## config.mk

```make
export PLATFORM = sky130hd
export DESIGN_NAME = corr_pkt_rx
export DESIGN_NICKNAME = d
export VERILOG_FILES = /design/src/rtl/corr_pkt_rx.sv
export SDC_FILE = /design/constraint.sdc
export NUM_CORES = 1
export LEC_CHECK = 0
export CAP_MARGIN = 20
export CORE_ASPECT_RATIO = 1.2
export CORE_UTILIZATION = 35
export DETAILED_ROUTE_END_ITERATION = 10
export GPL_ROUTABILITY_DRIVEN = 0
export PLACE_DENSITY = 0.61
export SLEW_MARGIN = 20
export SYNTH_ARGS = -nofsm -noshare
export SYNTH_HDL_FRONTEND = slang
export SYNTH_SLANG_ARGS = --single-unit
```

## constraint.sdc

```tcl
create_clock -name i_clk -period 5.8 [get_ports i_clk]
set_clock_uncertainty 0.05 [all_clocks]
set_input_delay 0.58 -clock i_clk [delete_from_list [all_inputs] [get_ports i_clk]]
set_output_delay 0.58 -clock i_clk [all_outputs]
set_load 0.02 [all_outputs]
```

## src/rtl/corr_pkt_rx.sv

```systemverilog
// Correlator packet receiver: assembles fixed-length packets from a BytePipe byte stream,
// presents them on a valid/ready port and keeps drop, timeout and packet statistics.
module corr_pkt_rx #(
    parameter int TIMEOUT_CYCLES = 255,
    parameter int PKT_BYTES      = 5
) (
    input  logic        i_clk,
    input  logic        i_rst,
    input  logic        i_cg,
    input  logic        i_flush,
    input  logic [7:0]  i_bp_data,
    input  logic        i_bp_valid,
    output logic        o_bp_ready,
    output logic [39:0] o_pkt_data,
    output logic        o_pkt_valid,
    input  logic        i_pkt_ready,
    output logic [7:0]  o_nDropped,
    output logic [7:0]  o_nTimeouts,
    output logic [15:0] o_nPkts
);

    localparam int IDX_W = (PKT_BYTES > 2) ? $clog2(PKT_BYTES) : 1;
    localparam logic [IDX_W-1:0] LAST_IDX = IDX_W'(PKT_BYTES - 1);
    localparam logic [16:0] TIMEOUT_LIMIT = 17'(TIMEOUT_CYCLES);

    typedef enum logic [1:0] {HEAD, BODY, HOLD} rxState;

    rxState           state;
    rxState           nextState;
    logic [IDX_W-1:0] byteIdx;
    logic [15:0]      idleCnt;
    logic             histValid;
    logic [7:0]       lastWin;
    logic [39:0]      pktReg;
    logic [7:0]       dropCnt;
    logic [7:0]       timeoutCnt;
    logic [15:0]      pktCnt;
    logic             accept;
    logic             idleReached;
    logic [7:0]       gap;
    logic [8:0]       dropSum;

    assign accept      = i_bp_valid && (state != HOLD);
    assign idleReached = ({1'b0, idleCnt} + 17'd1) == TIMEOUT_LIMIT;
    assign gap         = pktReg[7:0] - lastWin - 8'd1;
    assign dropSum     = {1'b0, dropCnt} + {1'b0, gap};

    assign o_bp_ready  = (state != HOLD);
    assign o_pkt_valid = (state == HOLD);
    assign o_pkt_data  = pktReg;
    assign o_nDropped  = dropCnt;
    assign o_nTimeouts = timeoutCnt;
    assign o_nPkts     = pktCnt;

    // Next state: a transfer beats a timeout; flush beats everything.
    always_comb begin
        nextState = state;
        case (state)
            HEAD: if (accept) nextState = BODY;
            BODY: begin
                if (accept) begin
                    if (byteIdx == LAST_IDX) nextState = HOLD;
                end else if (idleReached) begin
                    nextState = HEAD;
                end
            end
            HOLD: if (i_pkt_ready) nextState = HEAD;
            default: nextState = HEAD;
        endcase
        if (i_flush) nextState = HEAD;
    end

    always_ff @(posedge i_clk or posedge i_rst) begin
        if (i_rst) begin
            state      <= HEAD;
            byteIdx    <= '0;
            idleCnt    <= '0;
            histValid  <= 1'b0;
            lastWin    <= '0;
            pktReg     <= '0;
            dropCnt    <= '0;
            timeoutCnt <= '0;
            pktCnt     <= '0;
        end else if (i_cg) begin
            state <= nextState;
            if (i_flush) begin
                byteIdx   <= '0;
                idleCnt   <= '0;
                histValid <= 1'b0;
            end else begin
                if (accept) begin
                    for (int b = 0; b < 5; b++) begin
                        if (int'(byteIdx) == b) pktReg[8*b +: 8] <= i_bp_data;
                    end
                    idleCnt <= '0;
                end
                case (state)
                    HEAD: if (accept) byteIdx <= IDX_W'(1);
                    BODY: begin
                        if (accept) begin
                            if (byteIdx == LAST_IDX) begin
                                // Window-gap accounting happens once, as the packet enters HOLD.
                                byteIdx   <= '0;
                                histValid <= 1'b1;
                                lastWin   <= pktReg[7:0];
                                if (histValid) dropCnt <= dropSum[8] ? 8'hFF : dropSum[7:0];
                            end else begin
                                byteIdx <= byteIdx + IDX_W'(1);
                            end
                        end else if (idleReached) begin
                            byteIdx <= '0;
                            idleCnt <= '0;
                            if (timeoutCnt != 8'hFF) timeoutCnt <= timeoutCnt + 8'd1;
                        end else begin
                            idleCnt <= idleCnt + 16'd1;
                        end
                    end
                    HOLD: if (i_pkt_ready) pktCnt <= pktCnt + 16'd1;
                    default: ;
                endcase
            end
        end
    end

endmodule

```

# After elaboration in Yosys (flattened, before gate mapping)
# Index checks and enable logic that the tools add are counted.
totals:
  regBits: 102
  latch_bits: 0
  ramBits: 0
  rom_bits: 0
  elab_cells: 79
  memories: 0
classes:
  addsub: 8
  n_mul: 0
  div_mod_pow: 0
  n_lt_le_gt_ge: 0
  eq_ne: 14
  n_shift: 0
  muxes: 23
  n_bitwise: 2
  n_reduce_logical: 19
op_table:
  columns: ["op", "count"]
  rows:
  - ["$mux W16", 5]
  - ["$add A16 B1 Y16 const B", 2]
  - ["$reduce_and A4 Y1", 8]
  - ["$add A16 B1 Y17 const B", 1]
  - ["$eq A17 B8 Y1 const B", 1]
  - ["$mux W3", 5]
  - ["$eq A3 B3 Y1 const B", 4]
  - ["$mux W2", 6]
  - ["$reduce_and A6 Y1", 2]
  - ["$reduce_and A5 Y1", 2]
  - ["$add A8 B8 Y9", 1]
  - ["$add A8 B1 Y8 const B", 1]
  - ["$mux W8", 1]
  - ["$ne A4 B4 Y1 const B", 2]
  - ["$ne A8 B8 Y1 const B", 1]
  - ["$sub A8 B1 Y8 const B", 1]
  - ["$sub A8 B8 Y8", 1]
  - ["$pmux W2 S3", 1]
  - ["$pmux W3 S2", 1]
  - ["$reduce_bool A2 Y1", 3]
  - ["$mux W1", 4]
  - ["$add A3 B1 Y3 const B", 1]
  - ["$eq A3 B2 Y1 const B", 1]
  - ["$logic_not A3 Y1", 1]
  - ["9 further kinds", 10]

# Depth between registers and ports, before layout
# Gate-level depths: netlist of the first run.
depth:
  word_depth: 6
  mapped_depth: 15
  mapped_depth_nobuf: 15

# Worst setup path before layout of the first run
# No wires, ideal clock.
synth_timing:
  path_kind: "flip-flop to flip-flop"
  from: "register pktReg[0], in the netlist o_pkt_data[0]"
  to: "register dropCnt[1], in the netlist o_nDropped[1]"
  setup_time_ps: 121
  arrival_time_ps: 2894
  setup_slack_ps: 2735
  stages_incl_launch_ff: 13
  n_path_buf: 0
  cell_sequence: "dfrtp_1 -> ha_1 -> inv_1 -> fa_1 -> inv_1 -> fa_1 -> a21o_1 -> a21oi_1 -> o21bai_1 -> a21oi_1 -> nor2_1 -> a211o_1 -> o22a_1"
synth_between:
  elab_chain_len: 4
synth_rtl:
  columns: ["item", "line_no", "rtl"]
  rows:
  - ["start: declaration", "34", "logic [39:0] pktReg;"]
  - ["$sub A8 B8 Y8", "45", "assign gap = pktReg[7:0] - lastWin - 8'd1;"]
  - ["$sub A8 B1 Y8", "45", null]
  - ["$add A8 B8 Y9", "46", "assign dropSum = {1'b0, dropCnt} + {1'b0, gap};"]
  - ["$mux W8", "106", "if (histValid) dropCnt <= dropSum[8] ? 8'hFF : dropSum[7:0];"]
  - ["end signal: assignment", "106", null]
  - ["end: declaration", "35", "logic [7:0] dropCnt;"]
# Every way passes these cells.
# A chain may end at the register's enable or synchronous reset.

# Worst setup path in the final report of the first run
layout_timing:
  from: "input i_cg"
  to: "register dropCnt[0], in the netlist o_nDropped[0]"
layout_between:
  elab_chain_len: 1
layout_rtl:
  columns: ["item", "line_no", "rtl"]
  rows:
  - ["start: declaration", "9", "input logic i_cg,"]
  - ["$reduce_and A6 Y1 (no line)", null, null]
# Every way passes these cells.

==> impl_metrics.py, run 1 <==
metrics = {
    "status": {
        "status": "finished clean",
    },
    "synth": {
        "synth_edf_count": 0,
        "yosysWarnings": 0,
        "ys.flop_type": "dfrtp_1",
        "syn_nets": 531,
        "netlist_area_mm2": 0.00524,
        "yosys_register_bits": 102,
        "synth_seq_area_share": 0.487,
        "avgSynthCellArea_um2": 10.7,
        "synthTopCellsByArea": "dfrtp_1 49%, mux2_2 9.0%, ha_1 5.7%",
        "synth_cell_types": 50,
        "syn_inst": 491,
        "async_flop_share": 1.00,
        "synth_top_area_share": 0.487,
        "synth_top_cell_by_area": "dfrtp_1",
    },
    "power": {
        "ir_drop_uv": 215,
        "clkPwrFrac": 0.330,
        "power_switching_uw": 494,
        "p_seq_frac": 0.467,
        "combPwrFrac": 0.203,
        "leakagePower_nw": 2.95,
        "p_int_mw": 1.23,
        "netSwitchingFraction": 0.287,
        "power_density_mw_per_mm2": 261,
    },
    "detailed_routing": {
        "drtPass1Iterations": 4,
        "drtIter0Drc": 176,
        "drc": 0,
        "wl_mm": 11.6,
        "via_count": 3929,
        "drt-wirelength-per-cell_um": 14.9,
        "postRouteAntennaNets": 0,
        "via_per_inst": 5.04,
    },
    "timing": {
        "fin_crit_sh": 0.560,
        "slew_viol_final": 0,
        "setup_tns_ns": 0,
        "hold_violations": 0,
        "rsz0062_at_grt": "no",
        "worst_pin_slew_ns": 0.879,
        "max_slew_margin": 0.414,
        "finalSetupViolations": 0,
        "max_freq_mhz": 308,
        "fin_crit_ns": 3.25,
    },
    "clock_network": {
        "cts_num_sinks": 102,
        "post_cts_buffers": 0,
        "cts_hold_buffers": 0,
        "cts_root_buffer": "clkbuf_16",
        "ctsResizeCount": 0,
        "clk_pin_slew_ns": 0.07,
        "cts_buffers": 9,
        "clk_latency_ns": 0.35,
        "htree_levels": 3,
        "clockBufferDepth": 2,
        "cts_tree": "done",
    },
    "cells_and_area": {
        "register_area_mm2": 0.00255,
        "areaGrowthSynthToFinish_pct": 25.5,
        "layout.cells.non_filler": 779,
        "mostFrequentLayoutCell": "dfrtp_1",
        "nets": 614,
        "multi_input_area_mm2": 0.00251,
        "stdcell_area_mm2": 0.00658,
        "layout-drive-gt1-share": 0.119,
        "fillers": 1409,
        "fin_util": 0.453,
        "antenna_cells": 0,
        "layout_common_cells": "102 x dfrtp_1, 87 x clkdlybuf4s50_1, 42 x mux2_2, 37 x nand2_1, 30 x inv_1",
    },
    "worst_setup_path": {
        "crit_required_ns": 5.99,
        "crit_chain": "clkdlybuf4s50_1 -> nor2b_1 -> and2_1 -> and3_1 -> and3_1 -> nand2b_1 -> a211o_1 -> o22a_1",
        "critPathMostFrequentCell": "and3_1",
        "cpMaxStageDelayCell": "clkdlybuf4s50_1",
        "end_kind": "register",
        "cp.arrival_ns": 3.44,
        "cp-start-kind": "input pin",
        "cp_max_fo": 12,
        "critical-path-max-stage-delay_ns": 0.72,
        "criticalPathCategory": "input pin to register",
    },
    "grt": {
        "grt_pass1_wl_mm": 19.4,
        "grt_antenna_before_repair": 0,
        "grtUsageTotal": 0.160,
        "grt-ovfl-total": 0,
        "grt_max_degree": 71,
        "grt_pass1_vias": 3953,
    },
    "placed_design": {
        "portBuffers": 87,
        "dp_hpwl_mm": 8.45,
        "dpl_cell_area_mm2": 0.00631,
        "placedCellCount": 763,
    },
    "die": {
        "die_w_um": 114,
        "die-height_um": 136,
        "row_count": 48,
        "die_area_mm2": 0.0155,
        "io_pins": 88,
        "core_area_mm2": 0.0145,
        "initial_core_util": 0.361,
    },
    "run": {
        "cap_violations": 0,
    },
    "hold_path": {
        "hold_class": "register to register",
    },
}
## power by group through the flow
| stage | Combinational [mW] | Sequential [mW] | Clock [mW] |
|---|---|---|---|
| global placement | 0.347 | 0.816 | 0 |
| floorplan | 0.146 | 0.868 | 0 |
| detailed placement | 0.354 | 0.819 | 0 |
| finish | 0.349 | 0.804 | 0.568 |
| CTS | 0.355 | 0.805 | 0.592 |
| global route | 0.379 | 0.812 | 0.619 |
## metal layers
| metal | vias to the layer above | global-route usage | share of wire |
|---|---|---|---|
| li1 | 1909 | - | - |
| met1 | 1902 | 0.201 | 0.44 |
| met2 | 110 | 0.272 | 0.50 |
| met3 | 8 | 0.0437 | 0.051 |
| met4 | 0 | 0.0387 | 0.0089 |
| met5 | - | 0 | 0 |
## sequential cells by signal, summed over array words and instances (netlist names)
name	count
histValid	1
o_nPkts	16
o_pkt_data	40
lastWin	8
o_nTimeouts	8
state	2
idleCnt	16
o_nDropped	8
byteIdx	3
## Yosys cell counts, types with 7 or more instances
master    instances
nand3_1          27
mux2_2           42
o22a_1            7
clkbuf_1         12
xor2_1           15
ha_1             24
or3_1             8
and3_1           10
o21ai_0          27
nor2_1           21
xnor2_1          22
and2_1            8
inv_1            31
nand4_1          10
a21oi_1          16
dfrtp_1         102
nand2_1          37
## kinds of logic after synthesis
family / Yosys count / synth area share
and+or+nand+nor: 150 / 0.152
DFF: 102 / 0.487
AOI/OAI and AO/OA: 86 / 0.106
buffers and inverters: 47 / 0.0346
muxes: 42 / 0.0902
xor gates and xnor gates: 38 / 0.0649
adders and majority gates: 26 / 0.0649
## area by class of cell
type | instances | area share
sequential | 102 | 0.388
multi-input combinational | 342 | 0.381
timing repair buffer | 88 | 0.133
tap | 200 | 0.0380
clock buffer | 10 | 0.0348
inverter | 31 | 0.0181
clock inverter | 6 | 0.00665
## final timing paths
check | from | end | slack, ns | cells after the start
max in group asynchronous | i_rst | o_nDropped[3] | 3.94 | 3
worst max register to register | lastWin[0] | o_nDropped[0] | 2.58 | 13
min in group asynchronous | i_rst | o_nPkts[10] | 0.54 | 2
worst min-delay path | o_nPkts[15] | o_nPkts[15] | 0.43 | 1
worst max-delay path | i_cg | o_nDropped[0] | 2.55 | 8
worst min register to register | o_nPkts[15] | o_nPkts[15] | 0.43 | 1
## metrics by stage
step	setup WS (ns)	hold WS [ns]	power (mW)
floorplan	2.49	0.420	1.01
global placement	2.32	0.413	1.16
detailed placement	2.16	0.432	1.17
CTS	2.54	0.442	1.75
global route	2.29	0.450	1.81
finish	2.55	0.430	1.72
## worst max-delay path: cells and delay by family
family	cells	cell delay, ns
AND/OR/NAND/NOR	5	1.60
buffers and inverters	1	0.72
AO/OA/AOI/OAI	2	0.54
Power figures use the tool's default switching activity.
==> run 2: changes to the inputs <==
--- a/config.mk
+++ b/config.mk
@@ -10,7 +10,7 @@
 export CORE_UTILIZATION = 35
 export DETAILED_ROUTE_END_ITERATION = 10
 export GPL_ROUTABILITY_DRIVEN = 0
-export PLACE_DENSITY = 0.61
+export PLACE_DENSITY = 0.64
 export SLEW_MARGIN = 20
 export SYNTH_ARGS = -nofsm -noshare
 export SYNTH_HDL_FRONTEND = slang
==> constraint.sdc (replaced) <==
create_clock -name i_clk -period 2.8 [get_ports i_clk]
set_clock_uncertainty 0.05 [all_clocks]
set_input_delay 0.28 -clock i_clk [delete_from_list [all_inputs] [get_ports i_clk]]
set_output_delay 0.28 -clock i_clk [all_outputs]
set_load 0.02 [all_outputs]
==> impl_metrics.py, run 2 (synthesized netlist as in run 1, its figures left out) <==
metrics = {
    "timing": {
        "fin_crit_sh": 0.997,
        "whs_ns": 0.371,
        "fin_ws_ns": 0.00817,
        "worst_pin_slew_ns": 0.770,
        "hold_violations": 0,
        "max_freq_mhz": 358,
        "max_slew_margin": 0.485,
        "slew_viol_final": 0,
        "fin_crit_ns": 2.79,
        "rsz0062_at_grt": "yes",
        "setup_tns_ns": 0,
        "finalSetupViolations": 0,
    },
    "worst_setup_path": {
        "cp-start-kind": "register",
        "cp.arrival_ns": 2.98,
        "rr_worst_depth": 13,
        "criticalPathCategory": "register to register",
        "critical-path-max-stage-delay_ns": 0.52,
        "reg2reg_slack_ns": 0.008,
        "cpMaxStageDelayCell": "fa_2",
        "r2r_end": "o_nDropped[2]",
        "critPathMostFrequentCell": "inv_2",
        "cp_max_fo": 6,
        "r2r_start": "lastWin[0]",
        "crit_chain": "inv_2 -> ha_4 -> inv_2 -> fa_2 -> inv_2 -> fa_2 -> a21o_1 -> a21oi_2 -> o21bai_1 -> a21oi_2 -> nor2_1 -> a211o_1 -> o22a_1",
        "crit_required_ns": 2.99,
        "end_kind": "register",
    },
    "cells_and_area": {
        "fin_util": 0.483,
        "antenna_cells": 0,
        "largest_reg_flops": 40,
        "fillers": 1373,
        "nets": 651,
        "mostFrequentLayoutCell": "dfrtp_1",
        "layout_common_cells": "101 x dfrtp_1, 87 x clkdlybuf4s50_1, 42 x mux2_2, 37 x nand2_1, 36 x buf_4",
        "areaGrowthSynthToFinish_pct": 33.9,
        "layout-drive-gt1-share": 0.208,
    },
    "detailed_routing": {
        "drc": 0,
        "via_count": 4144,
        "wl_mm": 12.2,
        "drt-wirelength-per-cell_um": 15.0,
        "via_per_inst": 5.08,
        "postRouteAntennaNets": 0,
        "drtIter0Drc": 172,
        "drtPass1Iterations": 4,
    },
    "die": {
        "die_w_um": 114,
        "io_pins": 88,
        "die-height_um": 136,
        "row_count": 48,
        "core_area_mm2": 0.0145,
        "initial_core_util": 0.361,
        "die_area_mm2": 0.0155,
    },
    "grt": {
        "grt_pass1_vias": 4131,
        "grt_pass1_wl_mm": 20.5,
        "grt-ovfl-total": 0,
        "grt_max_degree": 41,
        "grtUsageTotal": 0.170,
        "grt_antenna_before_repair": 0,
    },
    "power": {
        "leakagePower_nw": 3.15,
        "p_seq_frac": 0.433,
        "power_switching_mw": 1.05,
        "clkPwrFrac": 0.355,
        "combPwrFrac": 0.211,
        "ir_drop_uv": 303,
        "netSwitchingFraction": 0.276,
        "p_int_mw": 2.77,
        "power_density_mw_per_mm2": 545,
    },
    "placed_design": {
        "portBuffers": 87,
        "dp_hpwl_mm": 9.15,
        "post-place-ws_ns": -0.0847,
    },
    "clock_network": {
        "cts_buffers": 9,
        "cts_tree": "done",
        "cts_num_sinks": 102,
        "clk_pin_slew_ns": 0.07,
        "cts_root_buffer": "clkbuf_16",
        "htree_levels": 3,
        "clk_latency_ns": 0.35,
        "clockBufferDepth": 2,
    },
    "hold_path": {
        "hold_class": "input pin to async pin",
    },
    "status": {
        "status": "finished clean",
    },
    "run": {
        "cap_violations": 0,
    },
}
-- run 2: cell types whose count changed in the layout (fill, tap and decap cells not counted), sizes merged --
cell / before / now
bufinv: 0 / 2
clkinv: 2 / 0
inv: 34 / 32
buf: 1 / 38
clkinvlp: 1 / 3
-- run 2: how the worst max path moves through the flow --
stage,from,endpoint,slack [ns],cells after the start
floorplan,o_pkt_data[1],o_nDropped[1],0.005,11
global placement,lastWin[0],o_nDropped[5],0.009,13
detailed placement,lastWin[0],o_nDropped[0],-0.08,13
CTS,lastWin[0],o_nDropped[0],-0.03,13
global route,lastWin[0],o_nDropped[0],-0.11,13
finish,lastWin[0],o_nDropped[2],0.008,13
-- run 2: timing repair --
| action | CTS | global route |
|---|---|---|
| hold buffers | 0 | 0 |
| pin swaps | 13 | 16 |
| endpoints found under the setup margin | 6 | 15 |
| buffers inserted | 2 | 3 |
| gates resized for setup | 4 | 14 |
-- run 2: final cells by class --
cell class / count / area (um^2) / share of cell area
repair buffers: 125 / 1180 / 0.168
clock buffers: 10 / 229 / 0.0326
clock inverters: 6 / 92.6 / 0.0132
flip-flops and latches: 102 / 2550 / 0.364
multi-input cells: 342 / 2590 / 0.369
well taps: 200 / 250 / 0.0357
inverters: 31 / 120 / 0.0171
-- run 2: worst max-delay path: cells and delay by family, from the launching register on --
family | cells | cell delay, ns
compound gates | 6 | 1.06
fa+ha+maj | 3 | 0.99
buf+inv | 3 | 0.15
flops | 1 | 0.37
simple gates | 1 | 0.06
-- run 2: routing by layer --
layer	global-route usage	part of all wire
met1	0.215	0.45
met4	0.0716	0.015
met3	0.0321	0.036
met5	0	0
met2	0.284	0.50
-- run 2: power groups by stage --
| stage | clock network (mW) | logic (mW) | registers, mW |
|---|---|---|---|
| finish | 1.36 | 0.809 | 1.66 |
| global route | 1.47 | 0.872 | 1.67 |
| CTS | 1.40 | 0.804 | 1.66 |
| detailed placement | 0 | 0.799 | 1.69 |
| global placement | 0 | 0.778 | 1.68 |
| floorplan | 0 | 0.307 | 1.80 |
-- run 2: through the flow --
stage          std cells  power (mW)  cell area (um^2)
3_5_place_dp         796        2.49              6610
4_1_cts              814        3.86              6950
3_3_place_gp         796        2.46              6610
2_1_floorplan        491        2.11              5270
6_report             816        3.83              7020
5_1_grt              816        4.01              7020
